[src/rtl/mux_sel_sequencer_if.sv]
// Signal bundle between the mux sequencer, the 16:1 mux and the serial consumer.
// master = sequencer side, slave = environment (mux + consumer + requester) side.
interface mux_sel_sequencer_if;
  logic        start;
  logic [15:0] data_in;
  logic [15:0] di;
  logic        s0;
  logic        s1;
  logic        s2;
  logic        s3;
  logic        y;
  logic        dout;
  logic [4:0]  dout_idx;
  logic        dout_valid;
  logic        out_ready;
  logic        busy;
  logic        done;

  modport master (
    input  start, data_in, y, out_ready,
    output di, s0, s1, s2, s3, dout, dout_idx, dout_valid, busy, done
  );

  modport slave (
    output start, data_in, y, out_ready,
    input  di, s0, s1, s2, s3, dout, dout_idx, dout_valid, busy, done
  );
endinterface

[src/rtl/mux_sel_sequencer.sv]
// Parallel-to-serial front-end that walks the 16:1 mux selects and streams y out.
// MUX_SEQ_PARITY_EN: when defined, an even-parity bit (dout_idx=16) closes each frame.
//
// state | meaning
// IDLE  | waiting for start; di holds the last accepted word
// SCAN  | stepping k through 0..15, capturing y on each handshake slot
// PAR   | presenting the parity bit (parity build only)
// DRAIN | last bit on dout, waiting for the consumer to take it
module mux_sel_sequencer (
  input logic              clk,
  input logic              rst_n,
  mux_sel_sequencer_if.master bus
);

  localparam logic [1:0] IDLE  = 2'd0;
  localparam logic [1:0] SCAN  = 2'd1;
`ifdef MUX_SEQ_PARITY_EN
  localparam logic [1:0] PAR   = 2'd2;
`endif
  localparam logic [1:0] DRAIN = 2'd3;

  logic [1:0]  state;
  logic [3:0]  k;
  logic [15:0] di_q;
  logic        dout_q;
  logic [4:0]  idx_q;
  logic        valid_q;
  logic        done_q;
  logic        capture;

  // A new bit may be loaded when the output slot is empty or being drained this cycle.
  assign capture = !valid_q || bus.out_ready;

  always_ff @(posedge clk or negedge rst_n) begin
    if (!rst_n) begin
      state   <= IDLE;
      k       <= 4'd0;
      di_q    <= 16'd0;
      dout_q  <= 1'b0;
      idx_q   <= 5'd0;
      valid_q <= 1'b0;
      done_q  <= 1'b0;
    end else begin
      done_q <= 1'b0;
      case (state)
        IDLE: begin
          if (bus.start) begin
            di_q  <= bus.data_in;
            k     <= 4'd0;
            state <= SCAN;
          end
        end
        SCAN: begin
          if (capture) begin
            dout_q  <= bus.y;
            idx_q   <= {1'b0, k};
            valid_q <= 1'b1;
            k       <= k + 4'd1;
            if (k == 4'hF) begin
`ifdef MUX_SEQ_PARITY_EN
              state <= PAR;
`else
              state <= DRAIN;
`endif
            end
          end
        end
`ifdef MUX_SEQ_PARITY_EN
        PAR: begin
          if (capture) begin
            dout_q  <= ^di_q;
            idx_q   <= 5'd16;
            valid_q <= 1'b1;
            state   <= DRAIN;
          end
        end
`endif
        DRAIN: begin
          if (bus.out_ready) begin
            valid_q <= 1'b0;
            done_q  <= 1'b1;
            state   <= IDLE;
          end
        end
        default: state <= IDLE;
      endcase
    end
  end

  // Select mapping follows the mux tree: s2/s3 pick the group, s0/s1 the leaf.
  assign bus.s2         = k[3];
  assign bus.s3         = k[2];
  assign bus.s0         = k[1];
  assign bus.s1         = k[0];
  assign bus.di         = di_q;
  assign bus.dout       = dout_q;
  assign bus.dout_idx   = idx_q;
  assign bus.dout_valid = valid_q;
  assign bus.busy       = (state != IDLE);
  assign bus.done       = done_q;

endmodule

[src/flat_wrapper.sv]
// flat-port wrapper written by rule: the top's interface ports become plain ports
module mux_sel_sequencer_flat 
  (clk, rst_n, bus_start, bus_data_in, bus_y, bus_out_ready, bus_di, bus_s0, bus_s1, bus_s2, bus_s3, bus_dout, bus_dout_idx, bus_dout_valid, bus_busy, bus_done);
  mux_sel_sequencer_if bus_i ();
  input logic clk;
  input logic rst_n;
  input wire logic [$bits(bus_i.start)-1:0] bus_start;
  input wire logic [$bits(bus_i.data_in)-1:0] bus_data_in;
  input wire logic [$bits(bus_i.y)-1:0] bus_y;
  input wire logic [$bits(bus_i.out_ready)-1:0] bus_out_ready;
  output wire logic [$bits(bus_i.di)-1:0] bus_di;
  output wire logic [$bits(bus_i.s0)-1:0] bus_s0;
  output wire logic [$bits(bus_i.s1)-1:0] bus_s1;
  output wire logic [$bits(bus_i.s2)-1:0] bus_s2;
  output wire logic [$bits(bus_i.s3)-1:0] bus_s3;
  output wire logic [$bits(bus_i.dout)-1:0] bus_dout;
  output wire logic [$bits(bus_i.dout_idx)-1:0] bus_dout_idx;
  output wire logic [$bits(bus_i.dout_valid)-1:0] bus_dout_valid;
  output wire logic [$bits(bus_i.busy)-1:0] bus_busy;
  output wire logic [$bits(bus_i.done)-1:0] bus_done;
  assign bus_i.start = bus_start;
  assign bus_i.data_in = bus_data_in;
  assign bus_i.y = bus_y;
  assign bus_i.out_ready = bus_out_ready;
  assign bus_di = bus_i.di;
  assign bus_s0 = bus_i.s0;
  assign bus_s1 = bus_i.s1;
  assign bus_s2 = bus_i.s2;
  assign bus_s3 = bus_i.s3;
  assign bus_dout = bus_i.dout;
  assign bus_dout_idx = bus_i.dout_idx;
  assign bus_dout_valid = bus_i.dout_valid;
  assign bus_busy = bus_i.busy;
  assign bus_done = bus_i.done;
  mux_sel_sequencer u_core (.clk(clk), .rst_n(rst_n), .bus(bus_i));
endmodule
[config.mk]
export PLATFORM = sky130hd
export DESIGN_NAME = mux_sel_sequencer_flat
export DESIGN_NICKNAME = d
export VERILOG_FILES = /design/src/rtl/mux_sel_sequencer_if.sv /design/src/rtl/mux_sel_sequencer.sv /design/src/flat_wrapper.sv
export SDC_FILE = /design/constraint.sdc
export NUM_CORES = 1
export LEC_CHECK = 0
export CAP_MARGIN = 20
export CORE_ASPECT_RATIO = 0.7
export CORE_MARGIN = 2
export CORE_UTILIZATION = 45
export DETAILED_ROUTE_END_ITERATION = 12
export PLACE_DENSITY = 0.83
export SLEW_MARGIN = 20
export SYNTH_ARGS = -nofsm -noshare
export SYNTH_HDL_FRONTEND = slang
export SYNTH_SLANG_ARGS = --single-unit
[constraint.sdc]
create_clock -name clk -period 2.9 [get_ports clk]
set_clock_uncertainty 0.05 [all_clocks]
set_input_delay 0.58 -clock clk [delete_from_list [all_inputs] [get_ports clk]]
set_output_delay 0.58 -clock clk [all_outputs]
set_load 0.05 [all_outputs]
==> results.toml, run 1 <==
[place]
hpwl_mm = 1.91
place_congestion = 0.789
io_buffers = 48

[clocking]
cts_tree = "done"
clock_latency_ns = 0.28
cts_made_buffers = 5
cts_htree_levels = 2
cts_root_buffer = "clkbuf_8"
cts.sinks = 29
path_clk_slew_ns = 0.06
cts_setup_buffers = 0
cts_hold_buffers = 0
clockBufferDepth = 2
cts_resized = 0

[pwr]
combPwrFrac = 0.567
power.total_mw = 2.38
p_sw_mw = 1.10
pwr-share-clk = 0.130
p_int_mw = 1.28
peakVddDrop_mv = 0.583
p_sw_frac = 0.461
powerDensity_mw_per_mm2 = 1300
sequentialPowerShare = 0.302
p_leak_nw = 0.856

[die]
io_pins = 50
initial_utilization = 0.492
die_x_um = 67.1
core-area_mm2 = 0.00255
die_h_um = 48.2
rows = 15
dieArea_mm2 = 0.00323

[finish]
drive_above_1_share = 0.230
fin_nets = 160
antenna_cells = 0
area_delta_synth_final_pct = 45.6
fillCellCount = 186

[timing]
finalSetupTns_ns = 0
fmax_ghz = 0.421
slew_headroom = 0.659
setup_violations = 0
fin_crit_ns = 2.38
final_max_slew_viol_count = 0
hold_viol = 0
period_share = 0.819
tightest_slew_ns = 0.509
rsz0062_at_grt = "false"

[setup_path]
start_kind = "flip-flop"
critPathArrivalTime_ns = 1.75
path_delay_family = "buffers and inverters"
critical_path.max_fanout = 10
cp.required_ns = 2.27
endpoint_kind = "output port"
slowest_stage = "clkdlybuf4s50_1"
critPathMaxStageDelay_ns = 0.70
crit_path_start = "u_core.state[0]"
worstSetupPathType = "reg2out"
r2r_start = "u_core.state[0]"
crit_buf_inv = 1
cp_cell_sequence = "or2_2 -> clkdlybuf4s50_1"

[drt]
drt_iter0_markers = 48
antenna_left = 0
wire_per_inst_um = 15.8
drtPass1Iterations = 4
wirelength_mm = 2.73
drcViolationCount = 0
via_per_inst = 5.06
vias = 875

[global_routing]
grt_max_degree = 30
grt_pass1_vias = 834
antenna_found_initial = 0
overflow = 0
grt_usage = 0.192
grt_pass1_wl_mm = 4.27

[worst_hold_path]
hold_path_class = "reg2reg"
min_from = "u_core.bus.di[1]"

[logic_synthesis]
syn-instance-count = 86
synth.most_common_cell = "dfrtp_1"
netlist_area_mm2 = 0.00125
synth_async_sr_flop_share = 1.00
synthTopCellsByArea = "dfrtp_1, mux2_4, mux2_2"
synth_edf_count = 0
ys_seq_area_frac = 0.578
synth_area_per_cell_um2 = 14.6
ys_ff_latch = 29
ys_types = 26
synth_top_area_frac = 0.578
synth-main-ff-cell = "dfrtp_1"
synth_commonest_cells = "dfrtp_1, mux2_4, nand2_1"
synth_fp_nets = 108
yosysWarningCount = 0
synth_largest_area_cell = "dfrtp_1"

[outcome]
status = "finished clean"

[job]
cap_viol_max_count = 0
## state kept, by name, summed over array words and instances, names as in the netlist
register	count
u_core.bus.di	16
u_core.bus.dout_idx	4
u_core.bus.dout_valid	1
u_core.k	4
u_core.state	2
u_core.bus.dout	1
u_core.bus.done	1
## metal layers
metal,GRT usage,vias to the layer above,routed length [um]
met4,0.0857,0,56
met3,0.0762,7,321
met1,0.256,418,1230
met2,0.283,52,1120
met5,0,-,0
li1,-,398,-
## cell type report
class / instances / area [um^2] / share of cell area
Timing Repair Buffer: 49 / 488 / 0.267
Clock buffer: 6 / 72.6 / 0.0397
Inverter: 1 / 3.75 / 0.00205
Sequential cell: 29 / 726 / 0.397
Clock inverter: 2 / 10.0 / 0.00548
Tap cell: 34 / 42.5 / 0.0233
Multi-Input combinational cell: 52 / 484 / 0.265
## logic make-up (layout without fill, tap and decap cells)
family | after synthesis | after routing | synth area share
AND/OR/NAND/NOR | 20 | 20 | 0.0897
adder cells (fa/ha/maj) | 1 | 1 | 0.00997
buffers and inverters | 5 | 58 | 0.0359
flip-flops | 29 | 29 | 0.578
multiplexers | 22 | 22 | 0.243
other | 1 | 1 | 0.00299
AO/OA/AOI/OAI | 8 | 8 | 0.0399
## metrics by stage
stage | util | std cells | hold WS [ns] | instance area, um^2 | worst slack [ns]
2_1_floorplan | - | 86 | 0.234 | 1250 | 1.33
3_3_place_gp | 0.683 | 165 | 0.442 | 1740 | 0.778
3_5_place_dp | 0.683 | 165 | 0.443 | 1740 | 0.754
4_1_cts | 0.716 | 173 | 0.459 | 1830 | 0.516
5_1_grt | 0.716 | 173 | 0.476 | 1830 | 0.472
6_report | 0.716 | 173 | 0.458 | 1830 | 0.524
## worst paths after layout
kind	to	slack, ns	cells past startpoint
worst max-delay path	bus_busy	0.52	2
worst min-delay path	u_core.bus.di[1]	0.46	1
worst max register to register	u_core.bus.di[12]	1.34	2
worst min register to register	u_core.bus.di[1]	0.46	1
max in group asynchronous	u_core.bus.dout_idx[2]	1.90	2
min in group asynchronous	u_core.k[2]	0.63	2
## power groups by stage
stage          Sequential, mW  Clock, mW  Combinational [mW]
6_report                0.719      0.310                1.35
5_1_grt                 0.746      0.338                1.41
4_1_cts                 0.719      0.322                1.36
3_5_place_dp            0.721          0                1.35
3_3_place_gp            0.713          0                1.34
2_1_floorplan            1.31          0               0.317
## placed cells by master (no fill, tap or decap), types with 2 or more instances in the layout
cell type	n
clkdlybuf4s50_1	48
clkinv_2	2
mux2_2	4
clkbuf_8	5
nand3_1	3
o21ai_0	3
dfrtp_1	29
mux2i_1	2
o22ai_1	2
mux2_4	16
nand2_1	7
Power figures use the tool's default switching activity.
==> run 2: changes to the inputs <==
CORE_UTILIZATION = 38   (was 45)
PLACE_DENSITY = 0.74   (was 0.83)
clock period = 1.91 ns   (was 2.9 ns; I/O delays follow)
==> run 2 against run 1 <==
Via count is 4.9% lower; register-to-register slack worse by 0.99 ns; clock power is 78% higher; die area is 17% higher; critical path type unchanged; sequential share of layout area is 0.86 points higher; wire length is 8.3% lower; cell count is 2.9% higher; global-route usage is 3.6 points lower.
==> results.toml, run 2 (same netlist as run 1, synthesis figures left out) <==
[outcome]
status = "finished clean"

[job]
cap_viol_max_count = 0

[timing]
finalSetupTns_ns = 0
rsz0062_at_grt = "false"
final_max_slew_viol_count = 0
hold_viol = 0
setup_violations = 0
period_share = 0.869
fin_crit_ns = 1.66
fmax_ghz = 0.602
holdWs_ns = 0.424
fin_ws_ns = 0.250

[global_routing]
grt_pass1_wl_mm = 4.23
grt_usage = 0.157
grt_pass1_vias = 866
grt_max_degree = 30
overflow = 0
antenna_found_initial = 0

[die]
die_h_um = 52.1
rows = 17
dieArea_mm2 = 0.00379
core-area_mm2 = 0.00315
io_pins = 50
initial_utilization = 0.399
die_x_um = 72.7

[setup_path]
critical_path.max_fanout = 10
critPathArrivalTime_ns = 1.23
worstSetupPathType = "reg2out"
start_kind = "flip-flop"
cp.required_ns = 1.48
endpoint_kind = "output port"

[pwr]
peakVddDrop_mv = 1.15
powerDensity_mw_per_mm2 = 2010
p_leak_nw = 0.900

[drt]
drtPass1Iterations = 5
via_per_inst = 4.67
wirelength_mm = 2.50
drt_iter0_markers = 65
wire_per_inst_um = 14.1
vias = 832
drcViolationCount = 0
antenna_left = 0

[clocking]
path_clk_slew_ns = 0.06
cts_htree_levels = 2
cts_tree = "done"
clockBufferDepth = 2
cts_root_buffer = "clkbuf_8"
cts_setup_buffers = 0
cts_resized = 0
cts_hold_buffers = 0
clock_latency_ns = 0.28
cts.sinks = 29
cts_made_buffers = 5

[finish]
final_common_cell = "buf_4"
fin_nets = 161
antenna_cells = 0
design_area_mm2 = 0.00179
drive_above_1_share = 0.443
largest_reg_flops = 16
area_delta_synth_final_pct = 42.5
fillCellCount = 263
layout_common_cells = "buf_4, dfrtp_1, clkdlybuf4s50_1"
stdcell_count = 178

[place]
place_inst = 170
place_congestion = 0.886
hpwl_mm = 1.82
dp_slack_ns = -0.0311
io_buffers = 48
placed_cell_area_mm2 = 0.00169

[worst_hold_path]
hold_path_class = "in2async"
-- run 2: cell types whose count changed in the layout (fill, tap and decap cells not counted), sizes merged --
cell	before	now
clkinv	2	1
clkbuf	6	7
clkdlybuf4s50	48	20
buf	1	30
-- run 2: routing by layer --
metal | track usage | part of all wire | vias to the layer above
li1 | - | - | 400
met5 | 0 | 0 | -
met3 | 0.0736 | 0.063 | 2
met2 | 0.229 | 0.47 | 31
met1 | 0.196 | 0.46 | 399
met4 | 0.0741 | 0.0040 | 0
-- run 2: path summary, 6_finish.rpt --
path,startpoint,end,slack [ns],cells past startpoint
min,rst_n,u_core.bus.di[13],0.42,2
max,u_core.state[0],bus_busy,0.25,2
max in group asynchronous,rst_n,u_core.bus.dout_idx[2],1.12,2
min in group clk,u_core.bus.dout_idx[0],u_core.bus.dout_idx[0],0.46,1
max reg2reg,u_core.state[0],u_core.bus.di[10],0.35,2
min reg2reg,u_core.bus.dout_idx[0],u_core.bus.dout_idx[0],0.46,1
-- run 2: where the power goes --
part / switching (mW) / internal (mW)
combinational: 1.23 / 0.714
clock: 0.227 / 0.325
sequential: 0.207 / 0.887
-- run 2: metrics by stage --
stage	total power, mW	utilization
6_report	3.59	0.568
5_1_grt	3.77	0.568
4_1_cts	3.62	0.568
3_5_place_dp	3.06	0.536
3_3_place_gp	3.03	0.536
2_1_floorplan	2.46	-
-- run 2: cell type report --
type / count / area [um^2] / area share
timing repair buffer: 50 / 425 / 0.238
multi-input combinational: 52 / 484 / 0.271
clock inverter: 1 / 5.00 / 0.00280
clock buffer: 7 / 96.3 / 0.0539
tap: 38 / 47.5 / 0.0266
inverter: 1 / 3.75 / 0.00210
sequential: 29 / 726 / 0.406
-- run 2: worst max-delay path: stages, from the launching register on --
cell and delay, ns:
dfrtp_1 0.46, or2_2 0.30, buf_4 0.19
